<file path="config.mk">
export PLATFORM = sky130hd
export DESIGN_NAME = imem_loader
export DESIGN_NICKNAME = d
export VERILOG_FILES = /design/src/rtl/imem_loader.sv
export SDC_FILE = /design/constraint.sdc
export NUM_CORES = 1
export LEC_CHECK = 0
export ABC_AREA = 1
export CORE_MARGIN = 5
export CORE_UTILIZATION = 35
export CTS_BUF_LIST = sky130_fd_sc_hd__clkbuf_4
export CTS_CLUSTER_DIAMETER = 120
export DETAILED_ROUTE_END_ITERATION = 10
export GPL_TIMING_DRIVEN = 0
export PLACE_DENSITY_LB_ADDON = 0.05
export SLEW_MARGIN = 20
export SYNTH_ARGS = -nofsm -noshare
export SYNTH_HDL_FRONTEND = slang
export SYNTH_SLANG_ARGS = --single-unit
</file>
<file path="constraint.sdc">
create_clock -name clk -period 2.3 [get_ports clk]
set_clock_uncertainty 0.15 [all_clocks]
set_input_delay 0.69 -clock clk [delete_from_list [all_inputs] [get_ports clk]]
set_output_delay 0.69 -clock clk [all_outputs]
set_load 0.1 [all_outputs]
</file>
<file path="src/rtl/imem_loader.sv">
// Serial byte-stream loader that fills instruction memory with little-endian 32-bit words.
// Optional trailing XOR checksum byte is enabled by defining IMEM_LOADER_CHECKSUM_EN.
module imem_loader #(
    parameter logic [31:0] BASE_ADDR = 32'h0000_0000,
    parameter int          MAX_WORDS = 16384
) (
    input  logic        clk,
    input  logic        rst_n,
    input  logic        start,
    input  logic        in_valid,
    input  logic [7:0]  in_data,
    output logic        in_ready,
    output logic        mem_we,
    output logic [31:0] mem_addr,
    output logic [31:0] mem_wdata,
    output logic        busy,
    output logic        done,
    output logic        err,
    output logic [14:0] words_written
);

    typedef enum logic [2:0] {
        IDLE   = 3'd0,
        LEN_LO = 3'd1,
        LEN_HI = 3'd2,
        DATA   = 3'd3,
        CHK    = 3'd4,
        DONE   = 3'd5,
        ERROR  = 3'd6
    } state_t;

    localparam logic [16:0] MAX_N = 17'(MAX_WORDS);

    state_t      state_r;
    logic [7:0]  len_lo_r;
    logic [15:0] len_r;
    logic [23:0] asm_r;
    logic [1:0]  lane_r;
    logic [14:0] words_r;
    logic [31:0] addr_r;
    logic [31:0] wdata_r;
    logic        we_r;
    logic        ready_r;
    logic        busy_r;
    logic        done_r;
    logic        err_r;
    logic        fin_r;
`ifdef IMEM_LOADER_CHECKSUM_EN
    logic [7:0]  chk_r;
`endif

    logic        xfer_s;
    logic [15:0] len_s;
    logic        len_bad_s;
    logic        last_s;

    function automatic logic [31:0] word_addr(input logic [14:0] idx);
        word_addr = BASE_ADDR + {15'd0, idx, 2'b00};
    endfunction

    assign xfer_s    = in_valid && ready_r;
    assign len_s     = {in_data, len_lo_r};
    assign len_bad_s = (len_s == 16'd0) || ({1'b0, len_s} > MAX_N);
    // words_r already holds the count of completed writes when the 4th byte of the next word lands
    assign last_s    = (({1'b0, words_r}) + 16'd1) == len_r;

    // Loader FSM; every output is a register updated here
    always_ff @(posedge clk or negedge rst_n) begin
        if (!rst_n) begin
            state_r  <= IDLE;
            len_lo_r <= 8'd0;
            len_r    <= 16'd0;
            asm_r    <= 24'd0;
            lane_r   <= 2'd0;
            words_r  <= 15'd0;
            addr_r   <= 32'd0;
            wdata_r  <= 32'd0;
            we_r     <= 1'b0;
            ready_r  <= 1'b0;
            busy_r   <= 1'b0;
            done_r   <= 1'b0;
            err_r    <= 1'b0;
            fin_r    <= 1'b0;
`ifdef IMEM_LOADER_CHECKSUM_EN
            chk_r    <= 8'd0;
`endif
        end else begin
            we_r <= 1'b0;
            if (we_r) begin
                words_r <= words_r + 15'd1;
            end
            if (fin_r) begin
                fin_r  <= 1'b0;
                done_r <= 1'b1;
                busy_r <= 1'b0;
            end

            case (state_r)
                IDLE, DONE, ERROR: begin
                    // Placed after the write/finish bookkeeping so a restart overrides it
                    if (start) begin
                        state_r <= LEN_LO;
                        done_r  <= 1'b0;
                        err_r   <= 1'b0;
                        words_r <= 15'd0;
                        lane_r  <= 2'd0;
                        fin_r   <= 1'b0;
                        ready_r <= 1'b1;
                        busy_r  <= 1'b1;
`ifdef IMEM_LOADER_CHECKSUM_EN
                        chk_r   <= 8'd0;
`endif
                    end
                end
                LEN_LO: begin
                    if (xfer_s) begin
                        len_lo_r <= in_data;
                        state_r  <= LEN_HI;
                    end
                end
                LEN_HI: begin
                    if (xfer_s) begin
                        if (len_bad_s) begin
                            state_r <= ERROR;
                            err_r   <= 1'b1;
                            ready_r <= 1'b0;
                            busy_r  <= 1'b0;
                        end else begin
                            len_r   <= len_s;
                            state_r <= DATA;
                        end
                    end
                end
                DATA: begin
                    if (xfer_s) begin
`ifdef IMEM_LOADER_CHECKSUM_EN
                        chk_r <= chk_r ^ in_data;
`endif
                        lane_r <= lane_r + 2'd1;
                        case (lane_r)
                            2'd0: asm_r[7:0]   <= in_data;
                            2'd1: asm_r[15:8]  <= in_data;
                            2'd2: asm_r[23:16] <= in_data;
                            2'd3: begin
                                we_r    <= 1'b1;
                                addr_r  <= word_addr(words_r);
                                wdata_r <= {in_data, asm_r};
                                if (last_s) begin
`ifdef IMEM_LOADER_CHECKSUM_EN
                                    state_r <= CHK;
`else
                                    state_r <= DONE;
                                    ready_r <= 1'b0;
                                    fin_r   <= 1'b1;
`endif
                                end
                            end
                            default: lane_r <= 2'd0;
                        endcase
                    end
                end
`ifdef IMEM_LOADER_CHECKSUM_EN
                CHK: begin
                    if (xfer_s) begin
                        ready_r <= 1'b0;
                        busy_r  <= 1'b0;
                        if (in_data == chk_r) begin
                            state_r <= DONE;
                            done_r  <= 1'b1;
                        end else begin
                            state_r <= ERROR;
                            err_r   <= 1'b1;
                        end
                    end
                end
`endif
                default: begin
                    state_r <= IDLE;
                    ready_r <= 1'b0;
                    busy_r  <= 1'b0;
                end
            endcase
        end
    end

    assign in_ready      = ready_r;
    assign mem_we        = we_r;
    assign mem_addr      = addr_r;
    assign mem_wdata     = wdata_r;
    assign busy          = busy_r;
    assign done          = done_r;
    assign err           = err_r;
    assign words_written = words_r;

endmodule
</file>
# Yosys cells after proc, flatten, opt, wreduce, memory -nomap -nowiden
# Cells that the tools add are included.
# word_totals
reg_bits	121
inputBits	12
output_inout_bits	84
# op_classes
add_sub_neg	3
magnitude_cmp	1
eq_ne	16
mux	40
bitwise	2
n_reduce_logical	19
# ops
cell	n
15-bit two-way mux	3
1-bit two-way mux	23
3-bit two-way mux	7
3-bit AND reduction	6
15-bit by 1-bit adder with 16-bit output, second input constant	1
16-bit equality test	1
16-bit by 15-bit > comparator with 1-bit output, second input constant	1
16-bit zero test	1
15-bit by 1-bit adder with 15-bit output, second input constant	1
2-bit inequality test, second input constant	7
3-bit one-hot mux with 4 select lines	1
7-bit AND reduction	1
3-bit by 2-bit equality test with 1-bit output, second input constant	2
3-bit equality test, second input constant	2
6-bit AND reduction	1
2-bit equality test, second input constant	2
2-bit two-way mux	2
1-bit one-hot mux with 4 select lines	1
2-bit one-hot mux with 2 select lines	1
4-bit AND reduction	1
2-bit nonzero test	2
3-bit by 1-bit equality test with 1-bit output, second input constant	1
3-bit zero test	1
1-bit one-hot mux with 3 select lines	1
10 further kinds	11

# Depth between registers and ports, before layout
# depth
word_depth	6
ltp_mapped	16
ltp_nobuf	16

# Worst setup path after synthesis
# OpenSTA, ideal clock, no wires.
# synth_timing
path_kind	register -> register
start	register words_r[0], in the netlist words_written[0]
end	register state_r[2]
arrival_ns	2.495
path_slack_ns	-0.462
path_stages_with_launch	17
n_path_buf	0
period_less_slack_ns	2.762
path_cell_list	dfrtp_1 ha_1 nand2_2 nor2_4 nand2_1 nand2_1 nand2_1 nand2_1 nand2_1 nor2_1 nand2_1 nor2_2 nand3_2 nand2_2 nand2_2 nand2_1 nand2_1
# synth_between
elab_chain_len	4
# synth_rtl
element	line_no	text
start, declared	39	logic [14:0] words_r;
start signal, assigned	90	words_r <= words_r + 15'd1;
15-bit by 1-bit adder with 16-bit output	65	assign last_s = (({1'b0, words_r}) + 16'd1) == len_r;
16-bit equality test	65	
2-bit inequality test (no source line)	--	
6-bit AND reduction (no source line)	--	
end signal, assigned	70	state_r <= IDLE;
end signal, assigned	102	state_r <= LEN_LO;
end signal, assigned	118	state_r <= LEN_HI;
end, declared	34	state_t state_r;
# Every way passes these cells.
# A chain may end at the register's enable or synchronous reset.

# Worst setup path in the final report
# layout_timing
start	register words_r[0], in the netlist words_written[0]
end	output words_written[0]
# layout_rtl
element	line_no	text
end, declared	19	output logic [14:0] words_written
# No word-level cell between the ends.

==> impl_metrics.py <==
metrics = {
    "detailed_routing": {
        "drt_drc_violations_left": 0,
        "ant_nets": 0,
        "routed_via_density": 4.59,
        "vias": 4782,
        "dr.pass1.iters": 7,
        "postRouteWirelength_mm": 15.0,
        "routedWlPerCell_um": 14.4,
        "drtIter0Drc": 305,
    },
    "synth": {
        "netlist.area_leader.share_pct": 53.8,
        "ys_types": 28,
        "ys_seq_elements": 121,
        "yosysTopAreaCell": "dfrtp_1",
        "netlist_area_mm2": 0.00563,
        "syn_avg_cell_area_um2": 8.19,
        "synth-seq-area-share_pct": 53.8,
        "yosys_warnings": 0,
        "synth_cells": 687,
        "synth_top_cells_by_area": "dfrtp_1 54%, nand2_1 16%, o21ai_0 6.8%, inv_1 4.8%, nand3_1 2.8%",
    },
    "critical_path": {
        "r2r_slack_ps": 70,
        "endpoint": "words_written[0]",
        "startpoint": "words_written[0]$_DFF_PN0_",
        "crit_fanout": 4,
        "critPathKind": "reg -> out",
        "r2r-end": "state_r[2]$_DFFE_PN0P_",
        "r2r_start": "words_written[0]$_DFF_PN0_",
        "cp.arrival_ps": 1400,
        "cp.required_ps": 1460,
        "r2r_cells": 14,
        "end_kind": "output port",
        "cp-start-kind": "flip-flop",
    },
    "power": {
        "leakagePower_nw": 3.56,
        "power.internal_mw": 3.57,
        "p_clk_share_pct": 23.6,
        "sw_frac_of_total_pct": 38.7,
        "p_seq_share_pct": 47.6,
        "p_comb_share_pct": 28.8,
        "p_switching_mw": 2.26,
        "p_per_area_mw_per_mm2": 840,
        "ir_worst_vdd_uv": 779,
        "power.total_mw": 5.83,
    },
    "global_route": {
        "grt_first_pass_wirelength_mm": 24.6,
        "track_usage_pct": 17.1,
        "grt_pass1_vias": 4717,
        "overflow": 0,
        "antenna_found_initial": 0,
        "grt_max_degree": 74,
    },
    "timing": {
        "clock.fmax_ghz": 0.447,
        "setup_violations": 0,
        "maxSlewViolCount": 0,
        "fin_crit_sh_pct": 97.4,
        "hold_viol_final": 0,
        "min_period_ps": 2240,
        "rsz0062_at_grt": "true",
        "worst_slew_pin_slew_ps": 698,
        "slew-limit-headroom_pct": 53.5,
    },
    "cts": {
        "h-tree-depth": 4,
        "cts_made_buffers": 17,
        "cts-root-buf": "clkbuf_4",
        "clkSinkCount": 121,
        "clkLatencyLatePin_ps": 560,
        "clk_pin_slew_ps": 110,
        "cts_tree": "built",
        "clock_path_buffers": 2,
    },
    "place": {
        "hpwl_mm": 11.0,
        "routabilityCongestion": 0.883,
        "port_buffers": 78,
    },
    "die": {
        "start_util_pct": 35.6,
        "core_area_mm2": 0.0158,
        "die_area_mm2": 0.0187,
        "fp.dieW_um": 137,
        "ioPinCount": 96,
        "rows": 46,
        "die_y_um": 137,
    },
    "outcome": {
        "status": "finished clean",
    },
    "final_layout": {
        "final_common_cell": "nand2_1",
        "nets": 830,
        "fin_util_pct": 43.8,
        "drive_above_1_share_pct": 23.8,
        "antenna_cells": 0,
        "area_growth_pct": 23.3,
        "final_cell_mix": "233 x nand2_1, 106 x dfrtp_1, 76 x o21ai_0",
    },
    "hold_path": {
        "hold_class": "reg -> reg",
    },
    "job": {
        "maxCapViolCount": 0,
    },
}
==> cell usage after synthesis, drive strengths merged <==
cell,count
a211oi,4
a21oi,19
buf,21
clkbuf,15
conb,1
dfrtp,121
ha,5
inv,77
nand2,243
nand3,34
nand3b,1
nand4,13
nor2,38
nor3,8
o211ai,3
o21ai,83
or2,1
==> flip-flops by register name (all words and copies together) (netlist names) <==
name / count
in_ready: 1
lane_r: 2
mem_wdata: 32
len_r: 16
mem_addr: 15
state_r: 3
err: 1
done: 1
busy: 1
mem_we: 1
fin_r: 1
len_lo_r: 8
asm_r: 24
words_written: 15
==> cell type report <==
cell class	instances	area (µm²)
fill	1653	8890
clock inverter	13	106
timing repair buffer	91	617
multi-input combinational	469	2230
sequential	121	3050
inverter	77	300
tap	216	270
clock buffer	19	143
buffer	36	219
==> critical path, cell delays in order (launching register included) <==
cell     delay, ps
dfrtp_4        520
buf_4          160
buf_6          180
==> power by group through the flow <==
stage | logic [mW] | registers (mW) | clock network [mW]
global route | 1.92 | 2.83 | 1.54
detailed placement | 1.65 | 2.81 | 0
finish | 1.68 | 2.77 | 1.38
CTS | 1.64 | 2.77 | 1.43
floorplan | 1.08 | 2.95 | 0
global placement | 1.62 | 2.81 | 0
==> layer usage <==
layer	up-vias	global-route usage (%)	wire length, µm
met5	-	0	0
met4	0	5.04	158
met3	17	4.23	743
met2	94	27.7	7290
met1	2259	22.8	6850
li1	2412	-	-
==> logic make-up after synthesis <==
kind of cell	synth area share (%)
and+or+nand+nor	26.2
adders and majority gates	1.11
DFF	53.8
AOI/OAI and AO/OA	10.0
buffers and inverters	8.87
other	0.0666
==> worst min path at each step <==
stage | startpoint | to | depth (start not counted)
2_1_floorplan | rst_n | asm_r[0]$_DFFE_PN0P_ | 0
3_3_place_gp | mem_wdata[13]$_DFFE_PN0P_ | mem_wdata[13]$_DFFE_PN0P_ | 2
3_5_place_dp | mem_wdata[13]$_DFFE_PN0P_ | mem_wdata[13]$_DFFE_PN0P_ | 2
4_1_cts | mem_wdata[23]$_DFFE_PN0P_ | mem_wdata[23]$_DFFE_PN0P_ | 2
5_1_grt | mem_wdata[21]$_DFFE_PN0P_ | mem_wdata[21]$_DFFE_PN0P_ | 2
6_report | mem_wdata[15]$_DFFE_PN0P_ | mem_wdata[15]$_DFFE_PN0P_ | 2
==> through the flow <==
stage                     hold slack (ps)  std cells  TNS (ps)  setup WS [ps]  cell area [µm²]
after global placement                305        997   -573120          -5310             6760
final                                 327       1042         0           60.8             6940
after floorplan                       244        703         0           41.0             5710
after CTS                             331       1034         0           7.60             6780
after global routing                  357       1042      -355           -103             6940
after detailed placement              308        998    -28460           -679             6790
==> timing repair <==
action | CTS | global route
endpoints found under the hold margin | 9 | 0
resized for setup | 353 | 37
buffers inserted | 3 | 8
hold buffers | 1 | 0
endpoints found under the setup margin | 85 | 46
pin swaps | 2 | 8
No activity file was read; power rests on OpenSTA's default activity.
